File: config.mk
export PLATFORM = sky130hd
export DESIGN_NAME = bus_wr_master
export DESIGN_NICKNAME = d
export VERILOG_FILES = /design/src/rtl/bus_wr_master.sv
export SDC_FILE = /design/constraint.sdc
export NUM_CORES = 1
export LEC_CHECK = 0
export ABC_CLOCK_PERIOD_IN_PS = 3500
export CORE_ASPECT_RATIO = 1.2
export CORE_MARGIN = 8
export CORE_UTILIZATION = 55
export DETAILED_ROUTE_END_ITERATION = 16
export PLACE_DENSITY = 0.87
export SKIP_CTS_REPAIR_TIMING = 1
export SYNTH_ARGS = -nofsm -noshare
export SYNTH_HDL_FRONTEND = slang
export SYNTH_SLANG_ARGS = --single-unit
File: constraint.sdc
create_clock -name clk -period 3.5 [get_ports clk]
set_clock_uncertainty 0.2 [all_clocks]
set_input_delay 0.525 -clock clk [delete_from_list [all_inputs] [get_ports clk]]
set_output_delay 0.525 -clock clk [all_outputs]
set_load 0.005 [all_outputs]
File: src/rtl/bus_wr_master.sv
// Master-side write port: queues core writes and presents them, one beat per granted cycle, to the bus arbiter.
// Optional statistics counters (xfer_cnt, wait_cnt) are enabled by defining BUS_WR_MASTER_STAT_EN.
module bus_wr_master #(
    parameter int DEPTH     = 4,
    parameter int MAX_BURST = 4
) (
    input  logic        clk,
    input  logic        rst,
    input  logic        in_valid,
    output logic        in_ready,
    input  logic [31:0] in_addr,
    input  logic [31:0] in_wd,
    input  logic        in_we,
    output logic        bus_req,
    output logic        bus_lock,
    input  logic        bus_grant,
    output logic [31:0] addr_m,
    output logic [31:0] wd_m,
    output logic        we_m,
    output logic        busy
`ifdef BUS_WR_MASTER_STAT_EN
    ,
    output logic [31:0] xfer_cnt,
    output logic [31:0] wait_cnt
`endif
);

    localparam int AW = $clog2(DEPTH);
    localparam int CW = $clog2(DEPTH + 1);
    localparam int BW = $clog2(MAX_BURST + 1);

    localparam logic [CW-1:0] FULL      = CW'(DEPTH);
    localparam logic [BW-1:0] LAST_BEAT = BW'(MAX_BURST - 1);

    localparam logic [1:0] ST_IDLE = 2'd0;
    localparam logic [1:0] ST_REQ  = 2'd1;
    localparam logic [1:0] ST_XFER = 2'd2;

    // Entry layout: {we, addr, wd}
    logic [64:0]   fifo_mem [DEPTH];
    logic [64:0]   head;

    logic [AW-1:0] wr_ptr_q, wr_ptr_d;
    logic [AW-1:0] rd_ptr_q, rd_ptr_d;
    logic [CW-1:0] count_q, count_d;
    logic [1:0]    state_q, state_d;
    logic [BW-1:0] burst_q, burst_d;

    logic push;
    logic xfer;
    logic active;

    always_comb begin
        active   = (state_q != ST_IDLE);
        in_ready = (count_q != FULL);
        push     = in_valid && in_ready;
        xfer     = active && bus_grant && (count_q != '0);
        head     = fifo_mem[rd_ptr_q];
    end

    always_comb begin
        wr_ptr_d = wr_ptr_q;
        rd_ptr_d = rd_ptr_q;
        count_d  = count_q;
        if (push) begin
            wr_ptr_d = wr_ptr_q + AW'(1);
        end
        if (xfer) begin
            rd_ptr_d = rd_ptr_q + AW'(1);
        end
        if (push && !xfer) begin
            count_d = count_q + CW'(1);
        end else if (!push && xfer) begin
            count_d = count_q - CW'(1);
        end
    end

    // A beat taken straight from REQ obeys the same exit rules as one taken in XFER,
    // so a lone entry or a one-beat burst releases the bus immediately.
    always_comb begin
        state_d = state_q;
        burst_d = burst_q;
        case (state_q)
            ST_IDLE: begin
                burst_d = '0;
                if (count_q != '0) begin
                    state_d = ST_REQ;
                end
            end
            ST_REQ, ST_XFER: begin
                if (xfer) begin
                    if (((count_q == CW'(1)) && !push) || (burst_q == LAST_BEAT)) begin
                        state_d = ST_IDLE;
                        burst_d = '0;
                    end else begin
                        state_d = ST_XFER;
                        burst_d = burst_q + BW'(1);
                    end
                end else if (state_q == ST_XFER) begin
                    state_d = ST_REQ;
                    burst_d = '0;
                end
            end
            default: begin
                state_d = ST_IDLE;
                burst_d = '0;
            end
        endcase
    end

    always_comb begin
        bus_req  = active;
        bus_lock = active && (count_q >= CW'(2)) && (burst_q < LAST_BEAT);
        busy     = (count_q != '0) || active;
        addr_m   = xfer ? head[63:32] : 32'd0;
        wd_m     = xfer ? head[31:0]  : 32'd0;
        we_m     = xfer ? head[64]    : 1'b0;
    end

    always_ff @(posedge clk) begin
        if (rst) begin
            wr_ptr_q <= '0;
            rd_ptr_q <= '0;
            count_q  <= '0;
            state_q  <= ST_IDLE;
            burst_q  <= '0;
        end else begin
            wr_ptr_q <= wr_ptr_d;
            rd_ptr_q <= rd_ptr_d;
            count_q  <= count_d;
            state_q  <= state_d;
            burst_q  <= burst_d;
        end
    end

    always_ff @(posedge clk) begin
        if (push) begin
            fifo_mem[wr_ptr_q] <= {in_we, in_addr, in_wd};
        end
    end

`ifdef BUS_WR_MASTER_STAT_EN
    logic [31:0] xfer_cnt_q, xfer_cnt_d;
    logic [31:0] wait_cnt_q, wait_cnt_d;

    // xfer_cnt wraps naturally; wait_cnt sticks at all-ones.
    always_comb begin
        xfer_cnt_d = xfer_cnt_q;
        wait_cnt_d = wait_cnt_q;
        if (xfer) begin
            xfer_cnt_d = xfer_cnt_q + 32'd1;
        end
        if ((state_q == ST_REQ) && !bus_grant && (wait_cnt_q != 32'hFFFF_FFFF)) begin
            wait_cnt_d = wait_cnt_q + 32'd1;
        end
    end

    always_ff @(posedge clk) begin
        if (rst) begin
            xfer_cnt_q <= '0;
            wait_cnt_q <= '0;
        end else begin
            xfer_cnt_q <= xfer_cnt_d;
            wait_cnt_q <= wait_cnt_d;
        end
    end

    assign xfer_cnt = xfer_cnt_q;
    assign wait_cnt = wait_cnt_q;
`endif

endmodule

# Word level (Yosys, flattened, before mapping)
# Memory sizes are Yosys's and may differ from the RTL's. A register that Yosys moved wholly into a read port is not among the register bits.
# Cells that the tools add are included.
[word_totals]
ff_bits = 12
ram_bits = 260
input_bits = 69
wordCells = 58
mem_count = 1
[mem_list]
columns = ["memory", "depth", "width", "read_ports", "rd_clocked_by_memory_dff", "write_ports", "line", "rtl"]
rows = [
  ["fifo_mem", 4, 65, 1, 1, 1, "40", "logic [64:0] fifo_mem [DEPTH];"],
]
[op_classes]
addsub = 5
order_cmp = 2
n_eq_ne = 7
muxes = 17
bitwise_logic = 1
reduce_logical = 20
[ops]
columns = ["cell", "n"]
rows = [
  ["two-way mux 32 bit", 2],
  ["two-way mux 3 bit", 5],
  ["two-way mux 2 bit", 6],
  ["logical AND 1 bit", 8],
  ["adder 3 x 1 -> 3 bit (second input constant)", 2],
  ["inequality test 3 bit (second input constant)", 2],
  ["nonzero test 2 bit", 3],
  ["adder 2 x 1 -> 2 bit (second input constant)", 2],
  ["case mux 2 bit (2 select lines)", 1],
  ["OR reduction 2 bit", 2],
  ["== test 3 x 1 -> 1 bit (second input constant)", 1],
  ["== test 3 x 2 -> 1 bit (second input constant)", 1],
  [">= comparator 3 x 2 -> 1 bit (second input constant)", 1],
  ["< comparator 3 x 2 -> 1 bit (second input constant)", 1],
  ["two-way mux 1 bit", 3],
  ["nonzero test 3 bit", 1],
  ["subtractor 3 x 1 -> 3 bit (second input constant)", 1],
  ["== test 2 x 1 -> 1 bit (second input constant)", 1],
  ["== test 2 bit (second input constant)", 1],
  ["logical NOT 1 bit", 2],
  ["logical NOT 2 bit", 1],
  ["logical OR 1 bit", 2],
  ["inequality test 2 bit (second input constant)", 1],
  ["AND reduction 2 bit", 1],
  ["inverter 1 bit", 1],
]

# Depth between registers and ports, before layout
# Gate-level depths: netlist of run 1.
[logic_depth]
word_depth = 8
depth_mapped = 9

# Least setup slack after synthesis of run 1
# Ideal clock, no wire load.
[synth_timing]
path_kind = "register to register"
startpoint = "register count_q[0]"
endpoint = "memory fifo_mem[1][0] (enable)"
setup_time_ps = 430
t_arrival_ps = 2551
required_time_ps = 2870
setup_slack_ps = 319
path_stages_with_launch = 5
path_buffers = 0
period_less_slack_ps = 3181
path_cell_list = "dfxtp_1 -> inv_1 -> ha_1 -> a21boi_2 -> and2_1"
[synth_between]
elab_chain_cells = 4
[synth_rtl]
columns = ["item", "line", "rtl"]
rows = [
  ["start: declaration", "45", "logic [CW-1:0] count_q, count_d;"],
  ["start signal: assignment", "130", "count_q <= count_d;"],
  ["inequality test 3 bit", "55", "in_ready = (count_q != FULL);"],
  ["logical AND 1 bit", "56", "push = in_valid && in_ready;"],
  ["net push", "49", "logic push;"],
  ["two-way mux 1 bit", "137", "if (push) begin"],
  ["two-way mux 1 bit (not written as such)", "138", "fifo_mem[wr_ptr_q] <= {in_we, in_addr, in_wd};"],
  ["end: declaration", "40", ""],
]
# The timed path passes the listed nets, and every way through them passes these cells.

# Worst setup path in the final report of run 1
[layout_timing]
startpoint = "register state_q[1]"
endpoint = "output addr_m[15]"
[layout_between]
elab_chain_cells = 4
[layout_rtl]
columns = ["item", "line", "rtl"]
rows = [
  ["start: declaration", "46", "logic [1:0] state_q, state_d;"],
  ["start signal: assignment", "131", "state_q <= state_d;"],
  ["nonzero test 2 bit", "54", "active = (state_q != ST_IDLE);"],
  ["logical AND 1 bit (2 in series)", "57", "xfer = active && bus_grant && (count_q != '0);"],
  ["two-way mux 32 bit", "115", "addr_m = xfer ? head[63:32] : 32'd0;"],
  ["end: declaration", "17", "output logic [31:0] addr_m,"],
]
# No other way between the ends.

==> results of run 1 <==
-- worst max-delay path, stage by stage, from the launching register on --
cell	delay, ns
dfxtp_1	0.40
inv_1	0.07
ha_1	0.30
and2b_4	0.42
buf_4	0.24
and3_1	0.19
clkdlybuf4s50_1	0.52
-- where the power goes --
part	leakage (nW)	switching, mW	total, mW	internal, mW
registers	2.50	0.122	4.10	3.98
logic	1.64	0.911	1.71	0.799
clock network	0.436	1.15	2.88	1.73
total	4.58	2.18	8.69	6.51
-- layer usage --
layer  share of wire  vias up  global-route usage  routed length [um]
met2            0.53      186               0.324               11800
met5         0.00058        -                   0                  13
met4           0.025        2              0.0591                 549
met3           0.063       42              0.0380                1410
met1            0.38     2852               0.217                8530
li1                -     2423                   -                   -
-- metrics by stage --
step | setup TNS, ns | instance area [um2]
2_1_floorplan | 0 | 10700
4_1_cts | -1.24 | 13400
6_report | 0 | 13400
5_1_grt | 0 | 13400
3_5_place_dp | 0 | 12500
3_3_place_gp | 0 | 12500
-- cell usage in the layout (no fill, tap or decap), types with 2 or more instances in the layout --
master           instances
dfxtp_1                 12
clkbuf_16               26
dfxtp_4                  2
xor2_1                   4
inv_1                   10
nor2_1                  11
nor3_1                   2
or3_1                    3
clkinv_1                 7
bufinv_16                5
edfxtp_1               260
and2_4                   4
mux4_2                  65
ha_1                    15
nand3_1                  3
clkinv_2                 5
and3_1                  65
nand2_1                  3
and2b_1                  3
buf_12                   8
a21oi_1                  6
mux2i_1                  2
buf_4                   12
clkbuf_1                 3
clkdlybuf4s50_1        137
-- sequential cells by signal (all words and copies together) (netlist names), named ones only --
name,flops
fifo_mem,260
count_q,3
wr_ptr_q,2
state_q,2
rd_ptr_q,2
burst_q,3
-- final timing paths --
kind | startpoint | end | depth (start not counted)
hold reg to reg | state_q[0]$_SDFFE_PP0P_ | state_q[0]$_SDFFE_PP0P_ | 1
setup / recovery | state_q[1]$_SDFFE_PP0P_ | addr_m[15] | 6
hold / removal | state_q[0]$_SDFFE_PP0P_ | state_q[0]$_SDFFE_PP0P_ | 1
setup reg to reg | state_q[1]$_SDFFE_PP0P_ | count_q[2]$_SDFFE_PP0P_ | 8
-- kinds of logic after synthesis --
logic type	count (synthesis)	synth area share
DFF	274	0.756
and+or+nand+nor	99	0.0547
muxes	67	0.139
buffers and inverters	40	0.0194
adders and majority gates	15	0.0176
AOI/OAI and AO/OA	13	0.00901
xor gates and xnor gates	5	0.00410
-- cells in the mapped netlist, types with 3 or more instances --
master	number
nor2_1	11
clkbuf_1	14
xor2_1	4
nand3_1	3
and2_1	4
inv_1	10
mux4_2	65
ha_1	15
dfxtp_1	14
nand2_1	3
edfxtp_1	260
and3_1	65
buf_6	6
or3_1	3
buf_2	9
a21oi_1	6
-- cell type report --
cell class                 count  area share
clock buffer                  29      0.0494
clock inverter                19      0.0169
inverter                      10     0.00280
multi-input combinational    202       0.182
sequential                   274       0.604
tap                          261      0.0244
timing repair buffer         157       0.121
==> impl_results.md, run 1 <==
- Syn Std Cell Area: 10700 um2
- Hold Path Class: reg2reg
- Fin worst setup slack: roughly 0.11 ns
- Die Footprint: 24200 um2
- Wire per inst: about 23 um
- Fin. max-slew vios: 0
- Ant. Diodes: 0
- Relative slew slack: 0.576
- Multi-input combinational cell area: 2440 um2
- Synth top area cells: edfxtp_1 (73%), mux4_2 (14%), and3_1 (3.8%)
- Syn Area/Cell: 20.8 um2
- Total Wirelength: 22300 um
- Power after layout: 8.69 mW
- Seq cells post-synth: 274
- Final min period: between 3 and 4 ns
- Kind of end point of the critical path: output pin
- # DRC: 0
- First-pass GRT wire length: about 34000 um
- ANT nets after route: 0
- Grt ovf: 0
- Worst hold slack: 0.314 ns
- CP startpoint kind: flip-flop
- Post-synth cell types: 33
- WP data required: between 2 and 3 ns
- Worst-Skew Late Latency: 0.53 ns
- Fmax: 295 MHz
- Chip width: 143 um
- Fin cells: 952
- Util after Layout: 0.693
- Clock Sinks: 274
- Std-Cell Rows: 56
- TritonCTS Buffers: 26
- Setup CP Type: reg2out
- Synth Instances: 513
- Critical path fanouts, max: 15
- Post-DP HPWL: 13600 um
- Initial antenna violation count: 1
- Max-cap violations: 0
- Commonest register cell after synthesis: edfxtp_1
- Gpl congestion: between 0.7 and 0.8
- Crit path arrival time: 2.67 ns
- Port bufs: 137
- DR iter-0 viols: 359
- Top-Level Pins: 138
- CTS Buffer Depth: 3
- Via count: 5505
- DP Worst Slack: about 0.21 ns
- Run status: finished clean
- Actual slew at the worst max-slew pin: 0.634 ns
- VDD IR-drop max: roughly 430 uV
- Vias in the first global route: 5986
- Largest net degree at the start of global routing: 44
- Post-synth EDFFs: 260
- NumNets Final: around 760
- Root buf cell: clkbuf_16
- GRT Util Overall: 0.182
- Area delta synth->final: 25.4%
- Sequential fraction of the synthesis area: 0.756
- Worst reg-to-reg setup slack: 0.52 ns
- Leak: roughly 4.6 nW
- Share of cells above drive strength 1: 0.194
- Synth top area share: 0.730
- Yosys warnings: 0
- Filler instances: around 1200
- DP Cell Count: approximately 900
- PD cells: between 600 and 700 nW/um2
- Core box area: 19300 um2
- Area leader, netlist: edfxtp_1
- Pre-antenna DRT Iters: 5
- RSZ-0062 raised after global routing: no
- Initial Util: 0.553
- Final Cycle Share: 0.970
- Reg area: about 8100 um2
- Net Count, Synth: 597
- Vias per cell: 5.78
- Die height: 169 um
- Final hold violation count: 0
- Final setup viols: 0
- CTS tree: yes
- Clock-pin transition on the worst setup and hold timing paths: 0.06 ns
- Async SR Flop Fraction: 0
- H-tree Lvls: 1
Power figures use the tool's default switching activity.
==> inputs of run 2 (changes only) <==
--- a/config.mk
+++ b/config.mk
@@ -6,12 +6,12 @@
 export NUM_CORES = 1
 export LEC_CHECK = 0
 export ABC_CLOCK_PERIOD_IN_PS = 3500
-export CORE_ASPECT_RATIO = 1.2
 export CORE_MARGIN = 8
 export CORE_UTILIZATION = 55
 export DETAILED_ROUTE_END_ITERATION = 16
 export PLACE_DENSITY = 0.87
 export SKIP_CTS_REPAIR_TIMING = 1
+export SLEW_MARGIN = 10
 export SYNTH_ARGS = -nofsm -noshare
 export SYNTH_HDL_FRONTEND = slang
 export SYNTH_SLANG_ARGS = --single-unit
==> run 2 against run 1 <==
  * Wire length shrank 2.7%
  * Critical path depth is the same
  * Setup slack gained 0.089 ns
  * Global-route usage shrank 0.25 points
  * Non-clock buffer count grew 3
  * Hold slack lost 0.015 ns
  * Clock power shrank 7.6%
  * Largest power group unchanged
  * Highest routed layer unchanged
==> impl_results.md, run 2 (synthesis results as in run 1) <==
- Chip width: 155 um
- CTS Buffer Depth: 3
- CP startpoint kind: flip-flop
- WP data required: 2.77 ns
- Ant. Diodes: 0
- Internal Power: between 6 and 7 mW
- RSZ-0062 raised after global routing: no
- Final min period: around 3.3 ns
- PD cells: ~630 nW/um2
- Via count: ~5400
- Leak: about 4.5 nW
- DR iter-0 viols: 421
- Worst-Skew Late Latency: 0.52 ns
- Fmax: 303 MHz
- Wire per inst: between 20 and 25 um
- Clock power frac: 0.316
- Die Footprint: about 24000 um2
- Relative slew slack: 0.615
- Root buf cell: clkbuf_16
- Final Cycle Share: 0.944
- Final hold violation count: 0
- Top-Level Pins: 138
- Max reg flops: 260
- Crit-path cells: inv_1 > ha_1 > nand2b_2 > buf_4 > and3_1 > clkdlybuf4s50_1
- Core box area: 19300 um2
- Grt ovf: 0
- Hold Path Class: reg2reg
- Setup TNS: 0 ns
- VDD IR-drop max: 492 uV
- Worst hold slack: roughly 0.30 ns
- Setup CP Type: reg2out
- Register share of total power: 0.485
- Sw Pwr: 2.12 mW
- Initial antenna violation count: 1
- Vias per cell: roughly 5.7
- TritonCTS Buffers: 25
- Clock-pin transition on the worst setup and hold timing paths: about 0.06 ns
- Port bufs: 137
- Critical Path Max Stage Delay: about 0.52 ns
- Sw frac: 0.251
- Max-cap violations: 0
- Total Wirelength: approximately 22000 um
- Biggest register: fifo_mem
- # DRC: 0
- Critical path fanouts, max: 32
- First-pass GRT wire length: 33600 um
- Crit path arrival time: 2.58 ns
- Run status: finished clean
- Final setup viols: 0
- Commonest non-fill, non-tap cell in the layout: edfxtp_1
- CP max-delay cell: clkdlybuf4s50_1
- Pre-antenna DRT Iters: 4
- Std-Cell Rows: between 50 and 60
- Actual slew at the worst max-slew pin: about 0.58 ns
- Die height: 155 um
- Most frequent cells in the layout: edfxtp_1 (260), clkdlybuf4s50_1 (137), mux4_2 (65), and3_1 (65), clkbuf_16 (25)
- Clock Sinks: 274
- Leading registers by flop count: fifo_mem (260), burst_q (3), count_q (3)
- Final non-filler cell area: between 10000 and 15000 um2
- GRT Util Overall: 0.180
- Initial Util: 0.555
- CTS tree: yes
- ANT nets after route: 0
- Post-DP HPWL: between 10000 and 15000 um
- Fin cells: 954
- Gpl congestion: 0.760
- Area delta synth->final: 25.0%
- Share of cells above drive strength 1: 0.196
- Largest net degree at the start of global routing: 70
- Kind of end point of the critical path: output pin
- H-tree Lvls: 1
- Fin. max-slew vios: 0
- NumNets Final: 754
- Placed inst area: 12500 um2
- DP Cell Count: 902
- Vias in the first global route: 5909
- Gate power share: 0.199
run 2: final timing paths:
kind	from	to	slack [ns]	cells after the start
max	count_q[0]$_SDFFE_PP0P_	wd_m[21]	0.19	6
min	burst_q[2]$_SDFFE_PP0P_	burst_q[2]$_SDFFE_PP0P_	0.30	2
max reg2reg	count_q[0]$_SDFFE_PP0P_	count_q[2]$_SDFFE_PP0P_	0.78	8
min reg2reg	burst_q[2]$_SDFFE_PP0P_	burst_q[2]$_SDFFE_PP0P_	0.30	2
run 2: layer usage:
metal  global-route usage  vias to the layer above  wire length, um
met5                    0                        -               11
met2                0.330                      194            11700
li1                     -                     2417                -
met1                0.215                     2777             8160
met3               0.0386                       23             1550
met4               0.0370                        2              299
run 2: cell type report:
cell class                      instances  area [um2]
Multi-Input combinational cell        199        2410
Clock buffer                           28         637
Inverter                               10        37.5
Fill cell                            1204        5910
Timing Repair Buffer                  160        1680
Sequential cell                       274        8100
Tap cell                              265         332
Clock inverter                         18         168
run 2: stage by stage:
step            util  power (mW)  setup slack, ns
2_1_floorplan      -        5.10            0.319
3_3_place_gp   0.647        5.71            0.574
3_5_place_dp   0.647        5.81            0.553
4_1_cts        0.689        8.46           0.0145
5_1_grt        0.693        8.77           0.0845
6_report       0.693        8.42            0.195
run 2: critical path, delay by kind of cell (launching register included):
family        cells  cell delay [ns]
buf+inv           3             0.94
flops             1             0.43
simple gates      2             0.37
fa+ha+maj         1             0.29
run 2: power groups by stage:
stage               clock [mW]  sequential, mW  combinational, mW
floorplan                    0            4.12              0.973
global placement             0            4.14               1.57
detailed placement           0            4.18               1.63
CTS                       2.71            4.11               1.64
global route              2.83            4.11               1.83
finish                    2.66            4.09               1.67
==> inputs of run 3 (changes only) <==
--- a/config.mk
+++ b/config.mk
@@ -8,8 +8,9 @@
 export ABC_CLOCK_PERIOD_IN_PS = 3500
 export CORE_MARGIN = 8
 export CORE_UTILIZATION = 55
+export CTS_CLUSTER_SIZE = 8
 export DETAILED_ROUTE_END_ITERATION = 16
-export PLACE_DENSITY = 0.87
+export PLACE_DENSITY = 0.88
 export SKIP_CTS_REPAIR_TIMING = 1
 export SLEW_MARGIN = 10
 export SYNTH_ARGS = -nofsm -noshare
==> run 3 against run 2 <==
  * Design area is 2.1% higher
  * Global-route usage grew 1.8 points
  * Register-to-register slack worse by 0.10 ns
  * Cell count increased by 1.3%
  * First-iteration DRC count is 4.5% lower
  * Die area stayed put
  * Combinational power is 2% higher
  * Total power is 9.6% higher
  * Critical path depth unchanged
==> impl_results.md, run 3 (synthesis results as in run 1) <==
- Top-Level Pins: 138
- Biggest register: fifo_mem
- CTS tree: yes
- Fin cells: 966
- Vias per cell: approximately 5.9
- NumNets Final: 767
- Grt ovf: 0
- Run status: finished clean
- Internal Power: 6.93 mW
- DP Cell Count: 906
- Leak: 4.67 nW
- WP data required: 2.77 ns
- Worst reg-to-reg setup slack: around 0.68 ns
- VDD IR-drop max: 464 uV
- R2R cell count: 8
- Pre-antenna DRT Iters: 4
- Via count: 5672
- Sw frac: 0.249
- Most frequent cells in the layout: edfxtp_1 (260), clkdlybuf4s50_1 (137), mux4_2 (65), and3_1 (65), clkbuf_16 (42)
- Max-cap violations: 0
- Crit-path cells: inv_1 > ha_1 > and2b_4 > buf_12 > and3_1 > clkdlybuf4s50_1
- Worst hold slack: 0.326 ns
- Commonest non-fill, non-tap cell in the layout: edfxtp_1
- CP startpoint kind: flip-flop
- Final min period: 3.37 ns
- Clock power frac: 0.371
- RSZ-0062 raised after global routing: no
- Fin worst setup slack: 0.134 ns
- Port bufs: between 100 and 150
- Initial antenna violation count: 2
- WHS Endpoint: burst_q[2]$_SDFFE_PP0P_
- Worst r2r src: count_q[1]$_SDFFE_PP0P_
- Post-DP HPWL: 14200 um
- H-tree Lvls: 2
- Gpl congestion: 0.789
- Gate power share: 0.185
- Die height: 155 um
- Clock Sinks: 274
- Die Footprint: 24200 um2
- # DRC: 0
- Sw Pwr: 2.30 mW
- TritonCTS Buffers: 40
- Relative slew slack: 0.611
- Fin. max-slew vios: 0
- Root buf cell: clkbuf_16
- Core box area: between 15000 and 20000 um2
- ANT nets after route: 0
- Actual slew at the worst max-slew pin: 0.582 ns
- DP Worst Slack: approximately 0.38 ns
- Critical path fanouts, max: 30
- Final hold violation count: 0
- Clock-pin transition on the worst setup and hold timing paths: 0.05 ns
- Vias in the first global route: 6235
- Initial Util: 0.555
- R2R Path End: count_q[2]$_SDFFE_PP0P_
- Area delta synth->final: 27.5%
- Largest net degree at the start of global routing: 41
- Final Cycle Share: 0.962
- First-pass GRT wire length: between 30000 and 40000 um
- WL met1: 8790 um
- Chip width: 155 um
- Final setup viols: 0
- Metal2 WL: between 10000 and 15000 um
- Std-Cell Rows: just over 50
- GRT Util Overall: 0.198
- Crit path arrival time: ~2.6 ns
- Kind of end point of the critical path: output pin
- Register share of total power: 0.444
- Leading registers by flop count: fifo_mem (260), burst_q (3), count_q (3)
- Placed inst area: around 12000 um2
- Wire per inst: around 24 um
- Max reg flops: 260
- WHS Path Cells: 2
- Share of cells above drive strength 1: 0.200
- Metal3 WL: ~1500 um
- PD cells: 677 nW/um2
- DR iter-0 viols: about 400
- Setup CP Type: reg2out
- Critical Path Max Stage Delay: approximately 0.53 ns
- Worst Hold Launch: burst_q[2]$_SDFFE_PP0P_
- Fmax: 297 MHz
- DR top layer: met4
- CP max-delay cell: clkdlybuf4s50_1
- Setup TNS: 0 ns
- Worst-Skew Late Latency: a little over 0.5 ns
- Final non-filler cell area: around 14000 um2
- Total Wirelength: 23500 um
- Hold Path Class: reg2reg
- CTS Buffer Depth: 3
## run 3: per-layer routing
layer,up-vias,global-route usage
met5,-,0
li1,2450,-
met4,0,0.0883
met1,2921,0.229
met3,61,0.0430
met2,240,0.350
## run 3: worst max path at each step
stage                     cells after the start                  endpoint               startpoint
after global routing                          6                   wd_m[8]  state_q[1]$_SDFFE_PP0P_
final                                         6                 addr_m[1]  state_q[0]$_SDFFE_PP0P_
after detailed placement                      5                addr_m[21]                bus_grant
after CTS                                     6                addr_m[21]  state_q[1]$_SDFFE_PP0P_
after floorplan                               4  fifo_mem[1][0]$_DFFE_PP_  count_q[0]$_SDFFE_PP0P_
after global placement                        5                  wd_m[21]                bus_grant
## run 3: metrics by stage
step / util / power, mW
finish: 0.708 / 9.23
global route: 0.708 / 9.58
CTS: 0.707 / 9.30
detailed placement: 0.648 / 5.85
global placement: 0.648 / 5.75
floorplan: - / 5.10
## run 3: layout make-up
cell class	count	area, um2
Antenna cell	2	5.00
Clock buffer	56	1100
Clock inverter	2	25.0
Fill cell	1148	5640
Inverter	10	37.5
Multi-Input combinational cell	199	2420
Sequential cell	274	8100
Tap cell	265	332
Timing Repair Buffer	158	1620
## run 3: worst max-delay path: cells and delay by family (launching register included)
kind | cells | cell delay, ns
adder cells (fa/ha/maj) | 1 | 0.28
flip-flops | 1 | 0.36
AND/OR/NAND/NOR | 2 | 0.65
buffers and inverters | 3 | 0.83
## run 3: power by group through the flow
stage	Sequential (mW)	Combinational (mW)	Clock [mW]
CTS	4.10	1.72	3.48
finish	4.10	1.71	3.42
global route	4.12	1.86	3.60
global placement	4.12	1.63	0
floorplan	4.12	0.973	0
detailed placement	4.15	1.70	0
